`config.mk`:
```
export PLATFORM = sky130hd
export DESIGN_NAME = nibbler_control_unit_flat
export DESIGN_NICKNAME = d
export VERILOG_FILES = /design/src/rtl/nibbler_control_unit_if.sv /design/src/rtl/nibbler_control_unit.sv /design/src/flat_wrapper.sv
export SDC_FILE = /design/constraint.sdc
export NUM_CORES = 1
export LEC_CHECK = 0
export ABC_AREA = 1
export BUFFER_PORTS_ARGS = -buffer_cell sky130_fd_sc_hd__clkbuf_2
export CAP_MARGIN = 20
export CORE_MARGIN = 2
export CORE_UTILIZATION = 45
export DETAILED_ROUTE_END_ITERATION = 7
export GPL_TIMING_DRIVEN = 0
export PLACE_DENSITY = 0.76
export REMOVE_ABC_BUFFERS = 1
export SLEW_MARGIN = 20
export SYNTH_ARGS = -nofsm -noshare
export SYNTH_HDL_FRONTEND = slang
export SYNTH_SLANG_ARGS = --single-unit
export TNS_END_PERCENT = 100
```
`constraint.sdc`:
```
create_clock -name clock -period 1.4 [get_ports clock]
set_input_delay 0.07 -clock clock [delete_from_list [all_inputs] [get_ports clock]]
set_output_delay 0.07 -clock clock [all_outputs]
set_load 0.02 [all_outputs]
```
`src/rtl/nibbler_control_unit_if.sv`:
```
// Nibbler control unit bus: ROM fetch, flag inputs and datapath controls.
// master = control unit, slave = ROM/datapath side.
interface nibbler_control_unit_if #(
  parameter int PC_W = 12
);
  logic            run;
  logic [7:0]      program_byte;
  logic            c_in;
  logic            z_in;
  logic            phase;
  logic [PC_W-1:0] pc;
  logic [3:0]      instr;
  logic [3:0]      oprnd;
  logic            c_flag;
  logic            z_flag;
  logic [PC_W-1:0] address_ram;
  logic [1:0]      alu_op;
  logic            acc_we;
  logic            oprnd_oe;
  logic            ram_cs;
  logic            ram_we;
  logic            alu_oe;
  logic            in_oe;
  logic            out_we;

  modport master (
    input  run, program_byte, c_in, z_in,
    output phase, pc, instr, oprnd,
    output c_flag, z_flag, address_ram,
    output alu_op, acc_we, oprnd_oe,
    output ram_cs, ram_we, alu_oe,
    output in_oe, out_we
  );

  modport slave (
    output run, program_byte, c_in, z_in,
    input  phase, pc, instr, oprnd,
    input  c_flag, z_flag, address_ram,
    input  alu_op, acc_we, oprnd_oe,
    input  ram_cs, ram_we, alu_oe,
    input  in_oe, out_we
  );
endinterface

```
`src/rtl/nibbler_control_unit.sv`:
```
// Nibbler fetch/execute sequencer: phase, PC, IR and C/Z flags,
// plus per-cycle datapath control decode.
module nibbler_control_unit #(
  parameter int              PC_W     = 12,
  parameter logic [PC_W-1:0] RESET_PC = '0
) (
  input  logic                  clock,
  input  logic                  reset,
  nibbler_control_unit_if.master bus
);

  typedef enum logic {
    FETCH = 1'b0,
    EXEC  = 1'b1
  } phase_t;

  typedef enum logic [3:0] {
    OP_JC    = 4'h0, OP_JNC   = 4'h1,
    OP_CMPI  = 4'h2, OP_CMPM  = 4'h3,
    OP_LIT   = 4'h4, OP_IN    = 4'h5,
    OP_LD    = 4'h6, OP_ST    = 4'h7,
    OP_JZ    = 4'h8, OP_JNZ   = 4'h9,
    OP_ADDI  = 4'hA, OP_ADDM  = 4'hB,
    OP_JMP   = 4'hC, OP_OUT   = 4'hD,
    OP_NANDI = 4'hE, OP_NANDM = 4'hF
  } op_t;

  phase_t          state, state_nx;
  logic [PC_W-1:0] pc_q, pc_nx;
  logic [3:0]      instr_q, instr_nx;
  logic [3:0]      oprnd_q, oprnd_nx;
  logic            c_q, c_nx;
  logic            z_q, z_nx;

  logic [PC_W-1:0] pc_inc;
  logic [PC_W-1:0] addr;

  logic [1:0] alu_op;
  logic       acc_we;
  logic       oprnd_oe;
  logic       ram_cs;
  logic       ram_we;
  logic       alu_oe;
  logic       in_oe;
  logic       out_we;

  assign pc_inc = pc_q + PC_W'(1);
  assign addr   = PC_W'({oprnd_q, bus.program_byte});

  always_ff @(posedge clock or negedge reset) begin
    if (!reset) begin
      state   <= FETCH;
      pc_q    <= RESET_PC;
      instr_q <= '0;
      oprnd_q <= '0;
      c_q     <= 1'b0;
      z_q     <= 1'b0;
    end else begin
      state   <= state_nx;
      pc_q    <= pc_nx;
      instr_q <= instr_nx;
      oprnd_q <= oprnd_nx;
      c_q     <= c_nx;
      z_q     <= z_nx;
    end
  end

  always_comb begin
    state_nx = state;
    pc_nx    = pc_q;
    instr_nx = instr_q;
    oprnd_nx = oprnd_q;
    c_nx     = c_q;
    z_nx     = z_q;
    alu_op   = 2'b00;
    acc_we   = 1'b0;
    oprnd_oe = 1'b0;
    ram_cs   = 1'b0;
    ram_we   = 1'b0;
    alu_oe   = 1'b0;
    in_oe    = 1'b0;
    out_we   = 1'b0;
    if (bus.run) begin
      unique case (state)
        FETCH: begin
          instr_nx = bus.program_byte[7:4];
          oprnd_nx = bus.program_byte[3:0];
          pc_nx    = pc_inc;
          state_nx = EXEC;
        end
        EXEC: begin
          state_nx = FETCH;
          // Two-byte ops default to skipping the address byte
          pc_nx    = pc_inc;
          unique case (instr_q)
            OP_JC:  if (c_q)  pc_nx = addr;
            OP_JNC: if (!c_q) pc_nx = addr;
            OP_JZ:  if (z_q)  pc_nx = addr;
            OP_JNZ: if (!z_q) pc_nx = addr;
            OP_JMP: pc_nx = addr;
            OP_CMPI: begin
              pc_nx    = pc_q;
              oprnd_oe = 1'b1;
              alu_op   = 2'b01;
              c_nx     = bus.c_in;
              z_nx     = bus.z_in;
            end
            OP_CMPM: begin
              ram_cs = 1'b1;
              alu_op = 2'b01;
              c_nx   = bus.c_in;
              z_nx   = bus.z_in;
            end
            OP_LIT: begin
              pc_nx    = pc_q;
              oprnd_oe = 1'b1;
              acc_we   = 1'b1;
            end
            OP_IN: begin
              pc_nx  = pc_q;
              in_oe  = 1'b1;
              acc_we = 1'b1;
            end
            OP_LD: begin
              ram_cs = 1'b1;
              acc_we = 1'b1;
            end
            OP_ST: begin
              alu_oe = 1'b1;
              ram_cs = 1'b1;
              ram_we = 1'b1;
            end
            OP_ADDI: begin
              pc_nx    = pc_q;
              oprnd_oe = 1'b1;
              acc_we   = 1'b1;
              alu_op   = 2'b10;
              c_nx     = bus.c_in;
              z_nx     = bus.z_in;
            end
            OP_ADDM: begin
              ram_cs = 1'b1;
              acc_we = 1'b1;
              alu_op = 2'b10;
              c_nx   = bus.c_in;
              z_nx   = bus.z_in;
            end
            OP_OUT: begin
              pc_nx  = pc_q;
              alu_oe = 1'b1;
              out_we = 1'b1;
            end
            OP_NANDI: begin
              pc_nx    = pc_q;
              oprnd_oe = 1'b1;
              acc_we   = 1'b1;
              alu_op   = 2'b11;
              z_nx     = bus.z_in;
            end
            OP_NANDM: begin
              ram_cs = 1'b1;
              acc_we = 1'b1;
              alu_op = 2'b11;
              z_nx   = bus.z_in;
            end
          endcase
        end
      endcase
    end
  end

  assign bus.phase       = state;
  assign bus.pc          = pc_q;
  assign bus.instr       = instr_q;
  assign bus.oprnd       = oprnd_q;
  assign bus.c_flag      = c_q;
  assign bus.z_flag      = z_q;
  assign bus.address_ram = addr;
  assign bus.alu_op      = alu_op;
  assign bus.acc_we      = acc_we;
  assign bus.oprnd_oe    = oprnd_oe;
  assign bus.ram_cs      = ram_cs;
  assign bus.ram_we      = ram_we;
  assign bus.alu_oe      = alu_oe;
  assign bus.in_oe       = in_oe;
  assign bus.out_we      = out_we;

endmodule

```
`src/flat_wrapper.sv`:
```
// flat-port wrapper written by rule: the top's interface ports become plain ports
module nibbler_control_unit_flat 
#(
  parameter int              PC_W     = 12,
  parameter logic [PC_W-1:0] RESET_PC = '0
)
  (clock, reset, bus_run, bus_program_byte, bus_c_in, bus_z_in, bus_phase, bus_pc, bus_instr, bus_oprnd, bus_c_flag, bus_z_flag, bus_address_ram, bus_alu_op, bus_acc_we, bus_oprnd_oe, bus_ram_cs, bus_ram_we, bus_alu_oe, bus_in_oe, bus_out_we);
  nibbler_control_unit_if #(.PC_W(PC_W)) bus_i ();
  input  logic clock;
  input  logic reset;
  input wire logic [$bits(bus_i.run)-1:0] bus_run;
  input wire logic [$bits(bus_i.program_byte)-1:0] bus_program_byte;
  input wire logic [$bits(bus_i.c_in)-1:0] bus_c_in;
  input wire logic [$bits(bus_i.z_in)-1:0] bus_z_in;
  output wire logic [$bits(bus_i.phase)-1:0] bus_phase;
  output wire logic [$bits(bus_i.pc)-1:0] bus_pc;
  output wire logic [$bits(bus_i.instr)-1:0] bus_instr;
  output wire logic [$bits(bus_i.oprnd)-1:0] bus_oprnd;
  output wire logic [$bits(bus_i.c_flag)-1:0] bus_c_flag;
  output wire logic [$bits(bus_i.z_flag)-1:0] bus_z_flag;
  output wire logic [$bits(bus_i.address_ram)-1:0] bus_address_ram;
  output wire logic [$bits(bus_i.alu_op)-1:0] bus_alu_op;
  output wire logic [$bits(bus_i.acc_we)-1:0] bus_acc_we;
  output wire logic [$bits(bus_i.oprnd_oe)-1:0] bus_oprnd_oe;
  output wire logic [$bits(bus_i.ram_cs)-1:0] bus_ram_cs;
  output wire logic [$bits(bus_i.ram_we)-1:0] bus_ram_we;
  output wire logic [$bits(bus_i.alu_oe)-1:0] bus_alu_oe;
  output wire logic [$bits(bus_i.in_oe)-1:0] bus_in_oe;
  output wire logic [$bits(bus_i.out_we)-1:0] bus_out_we;
  assign bus_i.run = bus_run;
  assign bus_i.program_byte = bus_program_byte;
  assign bus_i.c_in = bus_c_in;
  assign bus_i.z_in = bus_z_in;
  assign bus_phase = bus_i.phase;
  assign bus_pc = bus_i.pc;
  assign bus_instr = bus_i.instr;
  assign bus_oprnd = bus_i.oprnd;
  assign bus_c_flag = bus_i.c_flag;
  assign bus_z_flag = bus_i.z_flag;
  assign bus_address_ram = bus_i.address_ram;
  assign bus_alu_op = bus_i.alu_op;
  assign bus_acc_we = bus_i.acc_we;
  assign bus_oprnd_oe = bus_i.oprnd_oe;
  assign bus_ram_cs = bus_i.ram_cs;
  assign bus_ram_we = bus_i.ram_we;
  assign bus_alu_oe = bus_i.alu_oe;
  assign bus_in_oe = bus_i.in_oe;
  assign bus_out_we = bus_i.out_we;
  nibbler_control_unit #(.PC_W(PC_W), .RESET_PC(RESET_PC)) u_core (.clock(clock), .reset(reset), .bus(bus_i));
endmodule
```
==> flow_summary.toml <==
[route]
drt-total-wl_um = 6508
dr.first_iter.drc_count = 266
via_count = 2133
drtPass1Iterations = 7
drc = 0
via_per_inst = 5.688
detail-route-antenna-nets = 0
wl_per_cell_um = 17.35

[timing]
layout_worst_path_cycle_share_pct = 122.6
fin_ws_ns = -0.3159
finalMaxSlewViolations = 0
hold_violations = 0
setup_viol = 21
grt_setup_unrepaired = "true"
finClkSkew_ns = 0.003824
max_freq_mhz = 582.8
slew_headroom_pct = 59.59
tightest_slew_ns = 0.6062
min_period_ns = 1.716

[clock_tree]
clk_pin_slew_worst_paths_ns = 0.08
cts_tree = "yes"
htree_levels = 1
cts_buffers = 3
cts.sinks = 23
cts-root-buf = "clkbuf_8"
clk_path_buf_depth = 2
clk_latency_ns = 0.27

[setup_path]
critical_path_class = "flip-flop to flip-flop"
crit_path_start_kind = "flip-flop"
arrival_ns = 1.92
crit_path_end_kind = "flip-flop"
worstPathMaxFanout = 5
r2r_slack_ns = -0.32
r2r_end = "u_core.bus.pc[8]$_DFFE_PN0P_"
ff2ff_path_depth = 10
required_ns = 1.60
reg2reg_from = "u_core.bus.instr[1]$_DFFE_PN0P_"

[hold_path]
hp-class = "input port to flip-flop"
hold_path_end = "u_core.bus.c_flag$_DFFE_PN0P_"
hold_start = "bus_c_in"
holdPathStages = 3

[synthesis]
netlist_instances = 243
ys_warn_count = 0
synthFlopType = "dfrtp_1"
ys_seq_elements = 23
async_flop_share_pct = 100.0
synth_edf_count = 0
synth.distinct_cells = 30
synth.avg_cell_area_um2 = 6.843
ys_seq_area_share_pct = 34.61
synth_area_mm2 = 0.001663

[grt]
grt_pass1_wl_um = 8231
overflow = 0
grt_pass1_vias = 1756
grt_max_degree = 24
track_usage_pct = 24.86
antenna_found_initial = 0

[placement]
io_buffers = 56
post-place-ws_ns = -0.3319
gp_congestion = 0.8576
dpl.cell_count = 330
hpwl_um = 2877

[layout]
final_nets = 342
n_antenna_cell = 0
finalNonFillerCells = 375
drive_above_1_share_pct = 49.54
final_util_pct = 70.61
syn_to_final_growth_pct = 53.12

[outcome]
status = "complete, but fails checks"
violations = "negative setup slack"

[die]
io_pins = 57
rows = 22
initial_core_util_pct = 46.11
core_area_mm2 = 0.003606
dieArea_mm2 = 0.004198
die_h_um = 64.79
die_w_um = 64.79

[power]
powerDensity_mw_per_mm2 = 1652
peakVddDrop_uv = 995.2
p_leak_nw = 1.311

[job]
maxCapViolations = 0
[critical path: stages, from the launching register on]
cell and delay (ns):
dfrtp_2 0.49, inv_4 0.13, nand2_4 0.10, nor2_8 0.13, buf_4 0.17, inv_2 0.05
nor2_1 0.19, nand2_1 0.13, nand3_1 0.12, nor2_1 0.05, nor2_1 0.08
[cells in the final DEF (no fill, tap or decap), types with 7 or more instances in the layout]
cell / netlist / final
nand3_1: 23 / 15
nand2_2: 2 / 9
buf_4: 14 / 35
clkbuf_2: 0 / 48
nor2_1: 34 / 23
nand2_4: 3 / 7
a21oi_1: 13 / 8
nand2_1: 72 / 61
buf_6: 1 / 8
nor2_2: 1 / 7
inv_1: 20 / 17
dfrtp_1: 23 / 18
[metal layers]
layer | part of all wire, % | vias to the layer above | global-route usage, %
li1 | - | 932 | -
met1 | 37 | 999 | 33.67
met2 | 49 | 165 | 39.82
met3 | 8.3 | 37 | 4.514
met4 | 5.1 | 0 | 8.777
met5 | 0 | - | 0
[sequential cells by signal, summed over array words and instances, names as in the netlist]
name,count
u_core.bus.pc,12
u_core.bus.phase,1
u_core.bus.z_flag,1
u_core.bus.c_flag,1
u_core.bus.instr,4
u_core.bus.oprnd,4
[what timing repair did]
action / in CTS / in global routing
endpoints found under the hold margin: 23 / 0
hold buffers: 1 / 0
setup endpoints to repair: 22 / 22
resized for setup: 46 / 49
gates cloned: 1 / 1
buffers inserted: 25 / 13
pin swaps: 13 / 17
[cells by family after synthesis]
group | synth area share [%]
DFF | 34.61
xor gates and xnor gates | 2.634
AOI/OAI and AO/OA | 8.051
buffers and inverters | 13.09
muxes | 1.354
adders and majority gates | 0.7523
and+or+nand+nor | 39.50
[report_power, final]
| part | switching (W) | leakage (nW) | internal, W | total (W) |
|---|---|---|---|---|
| clock network | 0.000223 | 0.0228 | 0.000204 | 0.000427 |
| registers | 0.000350 | 0.256 | 0.000889 | 0.00124 |
| logic | 0.00153 | 1.03 | 0.00101 | 0.00254 |
[worst max path at each step]
| stage | start | to | slack (ns) | cells past startpoint |
|---|---|---|---|---|
| after floorplan | u_core.bus.instr[2]$_DFFE_PN0P_ | u_core.bus.pc[10]$_DFFE_PN0P_ | -0.23 | 8 |
| after global placement | u_core.bus.instr[2]$_DFFE_PN0P_ | u_core.bus.pc[2]$_DFFE_PN0P_ | -0.36 | 8 |
| after detailed placement | u_core.bus.instr[2]$_DFFE_PN0P_ | u_core.bus.pc[6]$_DFFE_PN0P_ | -0.33 | 7 |
| after CTS | u_core.bus.instr[3]$_DFFE_PN0P_ | u_core.bus.pc[1]$_DFFE_PN0P_ | -0.06 | 10 |
| after global routing | u_core.bus.instr[0]$_DFFE_PN0P_ | u_core.bus.pc[6]$_DFFE_PN0P_ | -0.39 | 10 |
| final | u_core.bus.instr[1]$_DFFE_PN0P_ | u_core.bus.pc[8]$_DFFE_PN0P_ | -0.32 | 10 |
[stage by stage]
stage               hold slack, ns  setup TNS [ns]  total power [W]  cell area [um2]
finish                     0.02538          -3.226         0.004206             2546
detailed placement         0.09799          -3.807         0.002895             1879
global placement            0.1029          -4.040         0.002870             1879
global route               0.04899          -5.102         0.004450             2546
CTS                        0.02877         -0.6345         0.003738             2283
floorplan                  -0.2256          -2.472         0.002351             1539
[cell type report]
cell class | instances | area (um2)
Timing Repair Buffer | 95 | 644.4
Fill cell | 265 | 1060
Multi-Input combinational cell | 180 | 1104
Tap cell | 48 | 60.06
Sequential cell | 23 | 581.8
Inverter | 25 | 111.4
Clock buffer | 4 | 45.04
[cells in the mapped netlist, types with 2 or more instances]
cell	number	area, um2
nand2_1	72	270.3
nor2_1	34	127.6
dfrtp_1	23	575.6
nand3_1	23	115.1
inv_1	20	75.07
buf_4	14	105.1
a21oi_1	13	65.06
o21ai_1	5	25.02
inv_2	4	15.01
nand2_4	3	33.78
o21ai_0	3	15.01
xnor2_1	3	26.28
clkbuf_1	2	7.510
mux2_2	2	22.52
nand2_2	2	12.51
nand3b_1	2	15.01
nand4_1	2	12.51
nor2_8	2	40.04
o22ai_1	2	12.51
xor2_1	2	17.52
Power figures use the tool's default switching activity.
